[src/rtl/mc_ctrl_if.sv]
// Control bus between the multi-cycle controller and the MIPS-lite datapath.
// The controller is the master: it consumes IR fields and the ALU flag and drives all controls.
interface mc_ctrl_if;
    logic [5:0] op;
    logic [5:0] funct;
    logic       zero;
    logic       pc_wr;
    logic       ir_wr;
    logic       reg_wr;
    logic       mem_wr;
    logic [1:0] npc_op;
    logic [1:0] reg_dst;
    logic [1:0] mem_to_reg;
    logic       alu_src;
    logic [1:0] ext_op;
    logic [1:0] alu_op;
    logic [3:0] state;

    modport master (
        input  op, funct, zero,
        output pc_wr, ir_wr, reg_wr, mem_wr, npc_op, reg_dst, mem_to_reg,
               alu_src, ext_op, alu_op, state
    );

    modport slave (
        output op, funct, zero,
        input  pc_wr, ir_wr, reg_wr, mem_wr, npc_op, reg_dst, mem_to_reg,
               alu_src, ext_op, alu_op, state
    );
endinterface

[src/rtl/mc_ctrl.sv]
// Multi-cycle control FSM for the MIPS-lite datapath: sequences fetch, decode,
// execute, memory and write-back, driving every write enable and mux select.
module mc_ctrl (
    input  logic        clk,
    input  logic        rst,
    mc_ctrl_if.master   bus
);
    typedef enum logic [3:0] {
        S_FETCH    = 4'd0,
        S_DECODE   = 4'd1,
        S_EXE      = 4'd2,
        S_ALU_WB   = 4'd3,
        S_MEM_ADDR = 4'd4,
        S_MEM_RD   = 4'd5,
        S_MEM_WB   = 4'd6,
        S_MEM_WR   = 4'd7,
        S_BRANCH   = 4'd8,
        S_JUMP     = 4'd9
    } state_t;

    typedef enum logic [3:0] {
        I_ADDU, I_SUBU, I_JR, I_ORI, I_LUI, I_LW, I_SW, I_BEQ, I_J, I_JAL, I_ILL
    } instr_t;

    typedef struct packed {
        logic       pc_wr;
        logic       ir_wr;
        logic       reg_wr;
        logic       mem_wr;
        logic [1:0] npc_op;
        logic [1:0] reg_dst;
        logic [1:0] mem_to_reg;
        logic       alu_src;
        logic [1:0] ext_op;
        logic [1:0] alu_op;
    } ctrl_t;

    state_t cur, nxt;
    instr_t instr;
    ctrl_t  c;

    always_comb begin
        instr = I_ILL;
        case (bus.op)
            6'h00: begin
                case (bus.funct)
                    6'h21:   instr = I_ADDU;
                    6'h23:   instr = I_SUBU;
                    6'h08:   instr = I_JR;
                    default: instr = I_ILL;
                endcase
            end
            6'h0D:   instr = I_ORI;
            6'h0F:   instr = I_LUI;
            6'h23:   instr = I_LW;
            6'h2B:   instr = I_SW;
            6'h04:   instr = I_BEQ;
            6'h02:   instr = I_J;
            6'h03:   instr = I_JAL;
            default: instr = I_ILL;
        endcase
    end

    always_ff @(posedge clk or negedge rst) begin
        if (!rst) cur <= S_FETCH;
        else      cur <= nxt;
    end

    always_comb begin
        nxt = S_FETCH;
        case (cur)
            S_FETCH:  nxt = S_DECODE;
            S_DECODE: begin
                case (instr)
                    I_ADDU, I_SUBU, I_ORI, I_LUI: nxt = S_EXE;
                    I_LW, I_SW:                   nxt = S_MEM_ADDR;
                    I_BEQ:                        nxt = S_BRANCH;
                    I_J, I_JAL, I_JR:             nxt = S_JUMP;
                    default:                      nxt = S_FETCH;
                endcase
            end
            S_EXE:      nxt = S_ALU_WB;
            S_MEM_ADDR: nxt = (instr == I_LW) ? S_MEM_RD :
                              (instr == I_SW) ? S_MEM_WR : S_FETCH;
            S_MEM_RD:   nxt = S_MEM_WB;
            default:    nxt = S_FETCH;
        endcase
    end

    always_comb begin
        c = '0;
        case (cur)
            S_FETCH: begin
                c.pc_wr = 1'b1;
                c.ir_wr = 1'b1;
            end
            S_EXE, S_ALU_WB: begin
                c.reg_wr = (cur == S_ALU_WB);
                case (instr)
                    I_ADDU: c.reg_dst = 2'b01;
                    I_SUBU: begin
                        c.alu_op  = 2'b01;
                        c.reg_dst = 2'b01;
                    end
                    I_ORI: begin
                        c.alu_op  = 2'b10;
                        c.alu_src = 1'b1;
                    end
                    I_LUI: begin
                        c.alu_op  = 2'b10;
                        c.alu_src = 1'b1;
                        c.ext_op  = 2'b10;
                    end
                    default: c.reg_wr = 1'b0;
                endcase
            end
            S_MEM_ADDR, S_MEM_RD, S_MEM_WB, S_MEM_WR: begin
                // Address operands stay selected so the DM address is stable all the way through.
                c.alu_src = 1'b1;
                c.ext_op  = 2'b01;
                c.mem_wr  = (cur == S_MEM_WR);
                if (cur == S_MEM_WB) begin
                    c.reg_wr     = 1'b1;
                    c.mem_to_reg = 2'b01;
                end
            end
            S_BRANCH: begin
                c.alu_op = 2'b01;
                c.ext_op = 2'b01;
                c.npc_op = 2'b01;
                c.pc_wr  = bus.zero;
            end
            S_JUMP: begin
                case (instr)
                    I_J: begin
                        c.pc_wr  = 1'b1;
                        c.npc_op = 2'b10;
                    end
                    I_JAL: begin
                        c.pc_wr      = 1'b1;
                        c.npc_op     = 2'b10;
                        c.reg_wr     = 1'b1;
                        c.reg_dst    = 2'b10;
                        c.mem_to_reg = 2'b10;
                    end
                    I_JR: begin
                        c.pc_wr  = 1'b1;
                        c.npc_op = 2'b11;
                    end
                    default: c.pc_wr = 1'b0;
                endcase
            end
            default: c = '0;
        endcase
    end

    // Write enables are gated by reset directly so a pending write dies the instant rst falls.
    assign bus.pc_wr      = c.pc_wr  & rst;
    assign bus.ir_wr      = c.ir_wr  & rst;
    assign bus.reg_wr     = c.reg_wr & rst;
    assign bus.mem_wr     = c.mem_wr & rst;
    assign bus.npc_op     = c.npc_op;
    assign bus.reg_dst    = c.reg_dst;
    assign bus.mem_to_reg = c.mem_to_reg;
    assign bus.alu_src    = c.alu_src;
    assign bus.ext_op     = c.ext_op;
    assign bus.alu_op     = c.alu_op;
    assign bus.state      = cur;
endmodule

[src/flat_wrapper.sv]
// flat-port wrapper written by rule: the top's interface ports become plain ports
module mc_ctrl_flat 
  (clk, rst, bus_op, bus_funct, bus_zero, bus_pc_wr, bus_ir_wr, bus_reg_wr, bus_mem_wr, bus_npc_op, bus_reg_dst, bus_mem_to_reg, bus_alu_src, bus_ext_op, bus_alu_op, bus_state);
  mc_ctrl_if bus_i ();
  input  logic clk;
  input  logic rst;
  input wire logic [$bits(bus_i.op)-1:0] bus_op;
  input wire logic [$bits(bus_i.funct)-1:0] bus_funct;
  input wire logic [$bits(bus_i.zero)-1:0] bus_zero;
  output wire logic [$bits(bus_i.pc_wr)-1:0] bus_pc_wr;
  output wire logic [$bits(bus_i.ir_wr)-1:0] bus_ir_wr;
  output wire logic [$bits(bus_i.reg_wr)-1:0] bus_reg_wr;
  output wire logic [$bits(bus_i.mem_wr)-1:0] bus_mem_wr;
  output wire logic [$bits(bus_i.npc_op)-1:0] bus_npc_op;
  output wire logic [$bits(bus_i.reg_dst)-1:0] bus_reg_dst;
  output wire logic [$bits(bus_i.mem_to_reg)-1:0] bus_mem_to_reg;
  output wire logic [$bits(bus_i.alu_src)-1:0] bus_alu_src;
  output wire logic [$bits(bus_i.ext_op)-1:0] bus_ext_op;
  output wire logic [$bits(bus_i.alu_op)-1:0] bus_alu_op;
  output wire logic [$bits(bus_i.state)-1:0] bus_state;
  assign bus_i.op = bus_op;
  assign bus_i.funct = bus_funct;
  assign bus_i.zero = bus_zero;
  assign bus_pc_wr = bus_i.pc_wr;
  assign bus_ir_wr = bus_i.ir_wr;
  assign bus_reg_wr = bus_i.reg_wr;
  assign bus_mem_wr = bus_i.mem_wr;
  assign bus_npc_op = bus_i.npc_op;
  assign bus_reg_dst = bus_i.reg_dst;
  assign bus_mem_to_reg = bus_i.mem_to_reg;
  assign bus_alu_src = bus_i.alu_src;
  assign bus_ext_op = bus_i.ext_op;
  assign bus_alu_op = bus_i.alu_op;
  assign bus_state = bus_i.state;
  mc_ctrl u_core (.clk(clk), .rst(rst), .bus(bus_i));
endmodule
[config.mk]
export PLATFORM = sky130hd
export DESIGN_NAME = mc_ctrl_flat
export DESIGN_NICKNAME = d
export VERILOG_FILES = /design/src/rtl/mc_ctrl_if.sv /design/src/rtl/mc_ctrl.sv /design/src/flat_wrapper.sv
export SDC_FILE = /design/constraint.sdc
export NUM_CORES = 1
export LEC_CHECK = 0
export BUFFER_PORTS_ARGS = -buffer_cell sky130_fd_sc_hd__buf_2
export CAP_MARGIN = 10
export CORE_MARGIN = 3
export CORE_UTILIZATION = 47
export CTS_CLUSTER_DIAMETER = 60
export DETAILED_ROUTE_END_ITERATION = 8
export PLACE_DENSITY = 0.78
export SKIP_LAST_GASP = 1
export SLEW_MARGIN = 30
export SYNTH_ARGS = -nofsm -noshare
export SYNTH_HDL_FRONTEND = slang
export SYNTH_SLANG_ARGS = --single-unit
export TNS_END_PERCENT = 10
[constraint.sdc]
create_clock -name clk -period 2.8 [get_ports clk]
set_clock_uncertainty 0.15 [all_clocks]
set_input_delay 0.28 -clock clk [delete_from_list [all_inputs] [get_ports clk]]
set_output_delay 0.28 -clock clk [all_outputs]
set_load 0.02 [all_outputs]
# Word level (Yosys, flattened, before mapping)
# Memory sizes are Yosys's and may differ from the RTL's.
# Cells that the tools add are included.
[word_totals]
reg_bits = 4
out_inout_bits = 19
wordCells = 70
memories = 1
mem_bits_ro = 64
[memory_table]
columns = ["memory", "words", "word_bits", "read_ports", "rd_ports_with_merged_regs", "wr", "line_no", "source"]
rows = [
  ["(name not given)", 16, 4, 1, 0, 0, "mc_ctrl.sv:74", "case (instr)"],
]
[classes]
mux = 26
eq_ne = 27
bitwise_logic = 4
reduce_logical = 11
[ops]
columns = ["op", "n"]
rows = [
  ["$pmux 4 s8", 1],
  ["$eq 4x3->1 const B", 7],
  ["$pmux 2 s2", 7],
  ["$eq 6x6->1 const B", 4],
  ["$pmux 4 s5", 1],
  ["$eq 6x4->1 const B", 3],
  ["$eq 4x2->1 const B", 4],
  ["$eq 4x4->1 const B", 4],
  ["$eq 6x2->1 const B", 2],
  ["$pmux 4 s3", 1],
  ["$mux 1", 9],
  ["$eq 4x1->1 const B", 2],
  ["$logic_not 4->1", 2],
  ["$mux 4", 2],
  ["$reduce_or 2->1", 4],
  ["$reduce_or 4->1", 2],
  ["$eq 6x3->1 const B", 1],
  ["$logic_not 6->1", 1],
  ["$pmux 1 s3", 2],
  ["$reduce_or 5->1", 1],
  ["$and 1x1->1", 4],
  ["$mux 3", 1],
  ["$reduce_or 3->1", 1],
  ["$mux 2", 1],
  ["$pmux 1 s2", 1],
]

# Logic depth before layout (Yosys ltp)
# Gate-level depths: netlist of run 1.
[logic_depth]
depth_word = 8
depth_mapped = 11

# Worst setup path before layout of run 1
# No wires, ideal clock.
[synth_timing]
path_type = "in2out"
from = "input bus_op[1]"
to = "output bus_reg_wr"
setup_slack_ns = 0.071
t_arrival_ns = 2.299
n_path_buf = 1
path_stages = 10
path_cell_list = "buf_2 or4_4 nor3_4 a31oi_1 inv_1 ha_1 nor3_1 nor2_1 nand4_1 a31oi_1"
[synth_between]
elab_chain_cells = 7
[synth_lines]
columns = ["item", "line_no", "source"]
rows = [
  ["from (decl)", "flat_wrapper.sv:7", "input wire logic [$bits(bus_i.op)-1:0] bus_op;"],
  ["$eq 6x2->1, or another cell as far along", "mc_ctrl.sv:44", "case (bus.op)"],
  ["$pmux 4 s8 *", "mc_ctrl.sv:44", ""],
  ["$eq 4x1->1, or another cell as far along", "mc_ctrl.sv:99", "case (instr)"],
  ["$reduce_or 4->1 (no source line)", "n/a", ""],
  ["$mux 1", "mc_ctrl.sv:99", ""],
  ["$pmux 1 s3 *", "mc_ctrl.sv:92", "case (cur)"],
  ["$and 1x1->1 *", "mc_ctrl.sv:160", "assign bus.reg_wr = c.reg_wr & rst;"],
  ["to (decl)", "flat_wrapper.sv:12", "output wire logic [$bits(bus_i.reg_wr)-1:0] bus_reg_wr;"],
]
# Mark *: on every way between the ends. The rest lies on a longest branch, timed or not.

# Worst setup path after layout of run 1
[layout_timing]
from = "input bus_op[3]"
to = "output bus_reg_wr"
# Same word-level chain as after synthesis.

==> results.md, run 1 <==
- CP dominant cell by count: buf_4
- PortBufs: 33
- Hold WS: approximately 0.25 ns
- Multi-input gate area: 734 µm²
- Root Driver: clkbuf_4
- Synth-to-Final Area Change: 44.6%
- PnR Total Power: approximately 0.44 mW
- Synth Warn #: 0
- Cells after Synth: ~120
- Clock Pin Slew Worst Setup and Hold Paths: roughly 0.04 ns
- Pre-CTS WS: approximately 0.064 ns
- Post-route insts no fill: 174
- Total GRT Usage: about a fifth
- RePlAce Congestion: between 0.7 and 0.8
- Synth Area per Inst: roughly 7 µm²
- Status: completed
- Slew headroom: a little over two thirds
- Max-Cap Viols: 0
- Max reg flops: 4
- Largest net degree at the start of global routing: 14
- CTS tree: built
- Die Span Y: about 48 µm
- Syn_nets: between 100 and 150
- Deepest clock path buffer count: 2
- I/O pin count: 34
- Placed cell count: between 150 and 200
- CP arrival: around 2.3 ns
- CP max stage delay: approximately 0.5 ns
- Fill count: between 100 and 150
- Endpoint class of the critical path: output port
- Sequential-to-total area share from yosys stat: between 10 and 15%
- VDD IR max: ~0.26 mV
- Grt total ovfl: 0
- Avg WL per Cell: 13.9 µm
- Initial cell density of the core: 52.0%
- DRC: 0
- Top cell type's share of synthesized area: about an eighth
- Hpwl dp: ~1.7 mm
- Drt initial violations: 36
- Clk_lat worst skew: around 0.23 ns
- Minimum clock period: between 2 and 3 ns
- Post-synth EDFFs: 0
- TritonCTS buffer count: 3
- Leak pwr: 0.542 nW
- Min-delay src: bus_op[1]
- Ys async rst share: 100%
- TritonRoute pass-1 iters: 4
- Worst Hold Endpoint: u_core.bus.state[3]$_DFF_PN0_
- Synth Register Bits: 4
- Fin crit share: a little over nine tenths
- Clock sink total: 4
- R2R depth: 4
- Antenna violations before repair: 0
- Layout cells sized above 1: 38.6%
- Crit start category: input port
- Die width: approximately 48 µm
- Final count of pins violating max slew: 0
- R2r setup slk: between 1 and 1.5 ns
- Htree depth: 1
- Synth area leaders: dfrtp_1 (12%), nor2_1 (7.3%), ha_1 (6.1%)
- Post-synth top flop: dfrtp_1
- Drt total wl: roughly 2.4 mm
- Top cell type by total area after synthesis: dfrtp_1
- Synthesized area: slightly above 800 µm²
- Final setup vio count: 0
- Row cnt: 14
- Crit Path Max Fanout: 10
- Setup ws final: ~0.05 ns
- Hold crit path type: in -> reg
- # diodes: 0
- Slew @ Worst Pin: ~0.44 ns
- Core box area: between 0.0015 and 0.002 mm²
- Layout Nets: between 150 and 200
- FF-to-FF Start: u_core.bus.state[1]$_DFF_PN0_
- Slowest CP cell: or4_4
- Pwr dens: between 300 and 400 mW/mm²
- Routed via count: ~1.1k
- Cell-by-cell trace of the critical path: buf_2, or4_4, nor3_4, a221oi_4, buf_4, ha_4, nor3_1, nor2_1, nand4_1, a31oi_1, buf_4
- Req. time, crit path: 2.37 ns
- Final Hold Vio Count: 0
- Reg2reg end: u_core.bus.state[1]$_DFF_PN0_
- DIE AREA: 0.00228 mm²
- Placed inst area: approximately 0.0010 mm²
- Global-route wire length before repair: approximately 3.5 mm
- Detail Route Antenna Nets: 0
- Routed vias/inst: 6.29
- Max Fclk: about 0.36 GHz
- Hold path depth: 3
- Cell area after layout: about 0.0012 mm²
- Vias in the first global route: ~840
- Yosys cell types: 41
- Critical path class: in -> out
- Reg area: between 100 and 150 µm²
[metal layers]
metal / vias up / wire length [µm] / track usage, %
li1: 520 / - / -
met1: 511 / 951 / 27.8
met2: 60 / 1270 / 35.1
met3: 4 / 173 / 1.13
met4: 0 / 25 / 6.45
met5: - / 0 / 0
[stage by stage]
| stage | util, % | setup TNS, ns |
|---|---|---|
| after floorplan | - | 0 |
| after global placement | 63.5 | 0 |
| after detailed placement | 63.5 | 0 |
| after CTS | 65.6 | 0 |
| after global routing | 75.2 | -0.0942 |
| final | 75.2 | 0 |
[synthesized netlist by cell type, types with 3 or more instances]
master and count:
a21oi_1 8, a31oi_1 4, buf_2 3, clkbuf_1 4, dfrtp_1 4, ha_1 4
inv_1 7, nand2_1 12, nand3_1 7, nand3b_1 3, nand4_1 3, nor2_1 16
nor3_1 5, o21ai_0 4
[cell families after synthesis]
family | after synthesis | share of synthesized area (%)
AO/OA/AOI/OAI | 28 | 25.5
adder cells (fa/ha/maj) | 4 | 6.11
buffers and inverters | 15 | 8.24
flip-flops | 4 | 12.2
multiplexers | 2 | 3.05
AND/OR/NAND/NOR | 65 | 44.9
[worst max-delay path, delay by kind of cell]
| kind | cells | cell delay [ns] |
|---|---|---|
| AND/OR/NAND/NOR | 5 | 1.18 |
| buffers and inverters | 3 | 0.48 |
| AO/OA/AOI/OAI | 2 | 0.22 |
| adder cells (fa/ha/maj) | 1 | 0.16 |
[worst max-delay path by stage]
stage | depth (start not counted) | endpoint | startpoint | slack, ns
after floorplan | 10 | bus_reg_wr | bus_op[1] | 0.07
after global placement | 10 | bus_pc_wr | bus_op[0] | 0.14
final | 11 | bus_reg_wr | bus_op[3] | 0.05
after detailed placement | 10 | bus_pc_wr | bus_op[0] | 0.06
after global routing | 11 | bus_reg_wr | bus_op[3] | -0.05
after CTS | 10 | bus_pc_wr | bus_op[0] | 0.06
[report_power, final]
| part | leakage [nW] | internal [mW] | switching (mW) | total (mW) |
|---|---|---|---|---|
| combinational | 0.475 | 0.100 | 0.159 | 0.259 |
| sequential | 0.0530 | 0.0721 | 0.0438 | 0.116 |
| clock | 0.0138 | 0.0477 | 0.0204 | 0.0681 |
| total | 0.542 | 0.220 | 0.223 | 0.443 |
[cell type report]
| cell class | instances | share of cell area [%] |
|---|---|---|
| clock buffer | 3 | 1.90 |
| inverter | 7 | 2.22 |
| multi-input combinational | 99 | 62.0 |
| sequential | 4 | 8.45 |
| tap | 16 | 1.69 |
| timing repair buffer | 45 | 23.8 |
[placed cells by master, fill, tap and decap left out, drive strengths merged, types with 2 or more instances in the layout]
cell	instances
nor2	16
nor4b	2
buf	44
nand2	12
a21oi	8
nand3	7
nor3b	2
nand4	3
a211oi	2
clkbuf	3
inv	7
nor2b	2
dfrtp	4
a311oi	3
ha	4
nand3b	3
and4b	2
a31oi	4
o21ai	4
nor3	7
nand2b	2
[repair_timing]
item	CTS	global route
endpoints found under the setup margin	0	4
hold endpoints to repair	4	0
hold buffers	1	0
setup buffers	0	7
resized for setup	0	24
Note: power is estimated with default switching activity, not from simulation.
==> inputs of run 2 (changes only) <==
--- a/config.mk
+++ b/config.mk
@@ -7,7 +7,7 @@
 export LEC_CHECK = 0
 export BUFFER_PORTS_ARGS = -buffer_cell sky130_fd_sc_hd__buf_2
 export CAP_MARGIN = 10
-export CORE_MARGIN = 3
+export CORE_MARGIN = 1.5
 export CORE_UTILIZATION = 47
 export CTS_CLUSTER_DIAMETER = 60
 export DETAILED_ROUTE_END_ITERATION = 8
==> constraint.sdc (replaced) <==
create_clock -name clk -period 2.8 [get_ports clk]
set_clock_uncertainty 0.15 [all_clocks]
set_input_delay 0.28 -clock clk [delete_from_list [all_inputs] [get_ports clk]]
set_output_delay 0.28 -clock clk [all_outputs]
set_load 0.05 [all_outputs]
==> results.md, run 2 (synthesis gave the netlist of run 1 again) <==
- Drt initial violations: 36 (unchanged)
- PnR Total Power: 0.512 mW (+15%)
- Htree depth: 1 (unchanged)
- Antenna violations before repair: 0 (unchanged)
- Core Util, Final: 70.9% (-4.3 points)
- TritonRoute pass-1 iters: 4 (unchanged)
- Hold WS: 0.261 ns (+0.00948 ns)
- Endpoint class of the critical path: output port
- Placed inst area: 0.00106 mm² (+5.6%)
- Hold crit path type: in -> async
- RSZ-0062 raised after global routing: true
- Clock Pin Slew Worst Setup and Hold Paths: 0.04 ns (about the same)
- CP arrival: 2.31 ns (about the same)
- R2R depth: 4 (unchanged)
- Clk_lat worst skew: 0.24 ns (about the same)
- # diodes: 0 (unchanged)
- Final Hold Vio Count: 0 (unchanged)
- RePlAce Congestion: 0.905 (+17%)
- Max Fclk: 0.365 GHz (+0.36%)
- Row cnt: 14 (unchanged)
- R2r setup slk: 1.26 ns (+0.02 ns)
- Status: completed
- Drt total wl: 2.37 mm (-2.3%)
- Max-Cap Viols: 0 (unchanged)
- Pre-CTS WS: -0.0336 ns (-0.0978 ns)
- Critical path class: in -> out
- Crit start category: input port
- Slew headroom: 70.7% (+0.27 points)
- Setup ws final: 0.0590 ns (+0.00990 ns)
- Grt total ovfl: 0 (unchanged)
- Layout Nets: 179 (unchanged)
- Req. time, crit path: 2.37 ns (about the same)
- Avg WL per Cell: 13.6 µm (-2.3%)
- Core box area: 0.00158 mm² (unchanged)
- Fin crit share: 97.9% (-0.35 points)
- Most common cell after layout, fill and taps aside: buf_2
- Leak pwr: 0.529 nW (-2.4%)
- Initial cell density of the core: 52.0% (unchanged)
- PortBufs: 33 (unchanged)
- Routed via count: 1033 (-5.7%)
- Slew @ Worst Pin: 0.437 ns (-0.00662 ns)
- Pwr dens: 458 mW/mm² (+22%)
- Global-route wire length before repair: 3.84 mm (+11%)
- VDD IR max: 0.334 mV (+28%)
- Deepest clock path buffer count: 2 (unchanged)
- Cell area after layout: 0.00112 mm² (-5.7%)
- Uppermost layer routed: met4
- DRC: 0 (unchanged)
- Synth-to-Final Area Change: 36.3%
- Minimum clock period: 2.74 ns (-0.00990 ns)
- Clock sink total: 4 (unchanged)
- Fill count: 136 (+17%)
- Layout cells sized above 1: 36.1% (-2.5 points)
- Reg2reg end: u_core.bus.state[1]$_DFF_PN0_
- Hpwl dp: 1.88 mm (+8.2%)
- Most frequent cells in the layout: buf_2 (30), nor2_1 (16), nand2_1 (12), buf_4 (11), a21oi_1 (8)
- Final count of pins violating max slew: 0 (unchanged)
- Met2 wire length: 1.17 mm (-8.2%)
- Routed vias/inst: 5.94 (-5.7%)
- Final setup vio count: 0 (unchanged)
- Vias in the first global route: 955 (+14%)
- Crit Path Max Fanout: 3 (-7)
- Met3 WL: 113 µm (-35%)
- WL met1: 1.07 mm (+12%)
- I/O pin count: 34 (unchanged)
- Detail Route Antenna Nets: 0 (unchanged)
- Die Span Y: 44.8 µm (-6.3%)
- DIE AREA: 0.00200 mm² (-12%)
- Largest net degree at the start of global routing: 14 (unchanged)
- Total GRT Usage: 25.5% (+4.8 points)
- Post-CTS Setup Inserts: 0 (unchanged)
- FF-to-FF Start: u_core.bus.state[1]$_DFF_PN0_
- Root Driver: clkbuf_4
- Max reg flops: 4 (unchanged)
- Die width: 44.8 µm (-6.3%)
- CTS tree: built
- TritonCTS buffer count: 3 (unchanged)
-- run 2: routing by layer --
metal,global-route usage [%],vias up
li1,-,521
met1,29.5,471
met2,45.8,37
met3,4.80,4
met4,9.70,0
met5,0,-
-- run 2: worst max-delay path: stages --
cell	delay, ns
buf_2	0.12
or4_4	0.54
nor3_4	0.18
a31oi_1	0.14
inv_1	0.11
ha_1	0.20
nor2_1	0.08
mux2_4	0.29
o22ai_2	0.18
buf_6	0.18
-- run 2: what timing repair did --
item | in CTS | in global routing
pin swaps | 0 | 0
hold buffers | 1 | 0
endpoints found under the hold margin | 4 | 0
gates resized for setup | 3 | 5
setup endpoints to repair | 1 | 3
-- run 2: per-stage QoR --
stage	cells	setup TNS (ns)
2_1_floorplan	118	-1.19
3_3_place_gp	170	0
3_5_place_dp	170	-0.0336
4_1_cts	174	0
5_1_grt	174	-0.00871
6_report	174	0
-- run 2: power by group --
group | internal (mW) | switching [mW] | total, mW | leakage (nW)
Combinational | 0.0976 | 0.228 | 0.325 | 0.462
Sequential | 0.0720 | 0.0430 | 0.115 | 0.0530
Clock | 0.0479 | 0.0233 | 0.0712 | 0.0138
Total | 0.218 | 0.294 | 0.512 | 0.529
-- run 2: area by class of cell --
class                   count  area [µm²]  area share, %
flip-flops and latches      4         100           8.96
repair buffers             45         273           24.4
inverters                   7        26.3           2.35
clock buffers               3        22.5           2.02
multi-input cells          99         676           60.5
well taps                  16        20.0           1.79
-- run 2: worst max path at each step --
stage	start	to	slack [ns]	cells after the start
6_report	bus_op[0]	bus_pc_wr	0.06	10
5_1_grt	bus_op[3]	bus_pc_wr	-0.007	10
4_1_cts	bus_op[0]	bus_npc_op[1]	0.05	10
3_5_place_dp	bus_op[5]	bus_pc_wr	-0.03	9
3_3_place_gp	bus_op[5]	bus_pc_wr	0.02	9
2_1_floorplan	u_core.bus.state[1]$_DFF_PN0_	bus_reg_wr	-0.26	6
==> inputs of run 3 (changes only) <==
--- a/config.mk
+++ b/config.mk
@@ -7,11 +7,11 @@
 export LEC_CHECK = 0
 export BUFFER_PORTS_ARGS = -buffer_cell sky130_fd_sc_hd__buf_2
 export CAP_MARGIN = 10
+export CORE_ASPECT_RATIO = 1.75
 export CORE_MARGIN = 1.5
-export CORE_UTILIZATION = 47
+export CORE_UTILIZATION = 35
 export CTS_CLUSTER_DIAMETER = 60
 export DETAILED_ROUTE_END_ITERATION = 8
-export PLACE_DENSITY = 0.78
 export SKIP_LAST_GASP = 1
 export SLEW_MARGIN = 30
 export SYNTH_ARGS = -nofsm -noshare
==> constraint.sdc (replaced) <==
create_clock -name clk -period 2.62 [get_ports clk]
set_clock_uncertainty 0.15 [all_clocks]
set_input_delay 0.262 -clock clk [delete_from_list [all_inputs] [get_ports clk]]
set_output_delay 0.262 -clock clk [all_outputs]
set_load 0.05 [all_outputs]
==> results.md, run 3 (synthesis gave the netlist of run 1 again) <==
- Global-route wire length before repair: 4.05 mm (+5.6%)
- Status: complete, but fails checks
- Layout cells sized above 1: 44.8% (+8.7 points)
- Htree depth: 1 (unchanged)
- DRC: 0 (unchanged)
- Clock Pin Slew Worst Setup and Hold Paths: 0.03 ns (about the same)
- Max Fclk: around 0.37 GHz
- PortBufs: 33 (unchanged)
- Slew headroom: 64.5% (-6.2 points)
- Deepest clock path buffer count: 2 (unchanged)
- DIE AREA: 0.00265 mm² (+32%)
- Pre-CTS WS: -0.168 ns (-0.134 ns)
- Minimum clock period: roughly 2.7 ns
- Final setup vio count: 4 (+4)
- Core box area: 0.00224 mm² (+42%)
- Slew @ Worst Pin: 0.529 ns (+0.0925 ns)
- Final count of pins violating max slew: 0 (unchanged)
- CTS tree: built
- Leak pwr: 0.611 nW (+15%)
- Drt initial violations: 24 (-33%)
- Row cnt: 23 (+9)
- Detail Route Antenna Nets: 0 (unchanged)
- Crit Path Max Fanout: 5 (+2)
- Final Hold Vio Count: 0 (unchanged)
- Pwr dens: 502 mW/mm² (+9.6%)
- Cell-by-cell trace of the critical path: buf_2, or4_4, nor3_4, a31oi_1, inv_1, ha_2, nor2_1, mux2_4, o22ai_4, buf_6
- Root Driver: clkbuf_8
- CP delay by family, top: simple AND/OR/NAND/NOR gates
- Worst path bufs/invs: 3 (unchanged)
- TritonCTS buffer count: 3 (unchanged)
- Req. time, crit path: 2.21 ns (-0.16 ns)
- Fin crit share: 102%
- Drt total wl: 2.60 mm (+9.8%)
- Total GRT Usage: 21.8% (-3.7 points)
- Endpoint class of the critical path: output port
- Setup ws final: -0.0590 ns (-0.118 ns)
- Placed cell count: 193 (+14%)
- Most common cell after layout, fill and taps aside: buf_2
- Post-CTS Setup Inserts: 0 (unchanged)
- RSZ-0062 raised after global routing: true
- VDD IR max: 0.297 mV (-11%)
- Post-route insts no fill: 197 (+13%)
- Crit start category: input port
- TritonRoute pass-1 iters: 4 (unchanged)
- Hold WS: 0.257 ns (-0.00443 ns)
- Vias in the first global route: 1000 (+4.7%)
- Hpwl dp: 2.25 mm (+20%)
- Grt total ovfl: 0 (unchanged)
- CP arrival: 2.27 ns (-0.04 ns)
- Max reg flops: 4 (unchanged)
- Die width: 39.6 µm (-12%)
- Max-Cap Viols: 0 (unchanged)
- I/O pin count: 34 (unchanged)
- Setup_tns: -0.125 ns (-0.125 ns)
- Clock sink total: 4 (unchanged)
- Initial cell density of the core: 36.5% (-15 points)
- Routed vias/inst: 5.50 (-7.3%)
- Routed via count: 1084 (+4.9%)
- # diodes: 0 (unchanged)
- Die Span Y: 67.0 µm (+50%)
- Avg WL per Cell: 13.2 µm (-3.0%)
- Antenna violations before repair: 0 (unchanged)
- RePlAce Congestion: 0.725 (-20%)
- Hold crit path type: in -> async
- R2R depth: 4 (unchanged)
- Largest net degree at the start of global routing: 13 (-1)
- Clk_lat worst skew: 0.22 ns (-0.02 ns)
- Cell area after layout: 0.00128 mm² (+15%)
- Critical path depth: 10 (unchanged)
- Slowest CP cell: or4_4
- CP max stage delay: 0.54 ns (about the same)
- Layout Nets: 193 (+7.8%)
- Critical path class: in -> out
- Placed inst area: 0.00121 mm² (+14%)
- Most frequent cells in the layout: buf_2 (30), buf_4 (27), nor2_1 (15), nand2_1 (12)
- Violated checks: setup timing
- Synth-to-Final Area Change: 56.8%
- Fill count: 227 (+67%)
## run 3: repair_timing
action,in CTS,in global routing
setup endpoints to repair,6,10
endpoints found under the hold margin,4,0
hold buffers,1,0
gates resized for setup,6,1
## run 3: stage by stage
stage	power, mW	util, %
floorplan	0.392	-
finish	0.645	57.2
global placement	0.501	53.8
detailed placement	0.509	53.8
global route	0.687	57.2
CTS	0.648	57.0
## run 3: path summary, 6_finish.rpt
path                                                     from                             to  slack, ns
min in group clk                                    bus_op[1]  u_core.bus.state[3]$_DFF_PN0_       0.39
max in group asynchronous                                 rst  u_core.bus.state[2]$_DFF_PN0_       1.90
worst max-delay path                                bus_op[0]                      bus_pc_wr      -0.06
worst max register to register  u_core.bus.state[1]$_DFF_PN0_  u_core.bus.state[1]$_DFF_PN0_       0.96
worst min-delay path                                      rst  u_core.bus.state[3]$_DFF_PN0_       0.26
worst min register to register  u_core.bus.state[1]$_DFF_PN0_  u_core.bus.state[2]$_DFF_PN0_       0.49
## run 3: cell type report
| type | count | area (µm²) | area share, % |
|---|---|---|---|
| sequential | 4 | 100 | 7.79 |
| inverter | 7 | 26.3 | 2.04 |
| clock buffer | 3 | 41.3 | 3.21 |
| tap | 25 | 31.3 | 2.43 |
| timing repair buffer | 59 | 374 | 29.1 |
| multi-input combinational | 99 | 712 | 55.4 |
## run 3: routing by layer
layer / wire, µm / vias to the layer above / global-route usage (%)
li1: - / 550 / -
met4: 41 / 0 / 7.33
met1: 890 / 498 / 17.3
met2: 1580 / 32 / 46.9
met5: 0 / - / 0
met3: 82 / 4 / 2.00
## run 3: worst reg2reg max path, stage by stage, from the launching register on
cell,delay (ns)
dfrtp_1,0.47
nor2_1,0.31
nand2_1,0.21
nor3_1,0.23
a32o_1,0.22
## run 3: report_power, final
group	total, mW	switching [mW]	internal [mW]	leakage, nW
combinational	0.417	0.287	0.130	0.536
clock	0.128	0.0300	0.0977	0.0216
sequential	0.0998	0.0225	0.0774	0.0530
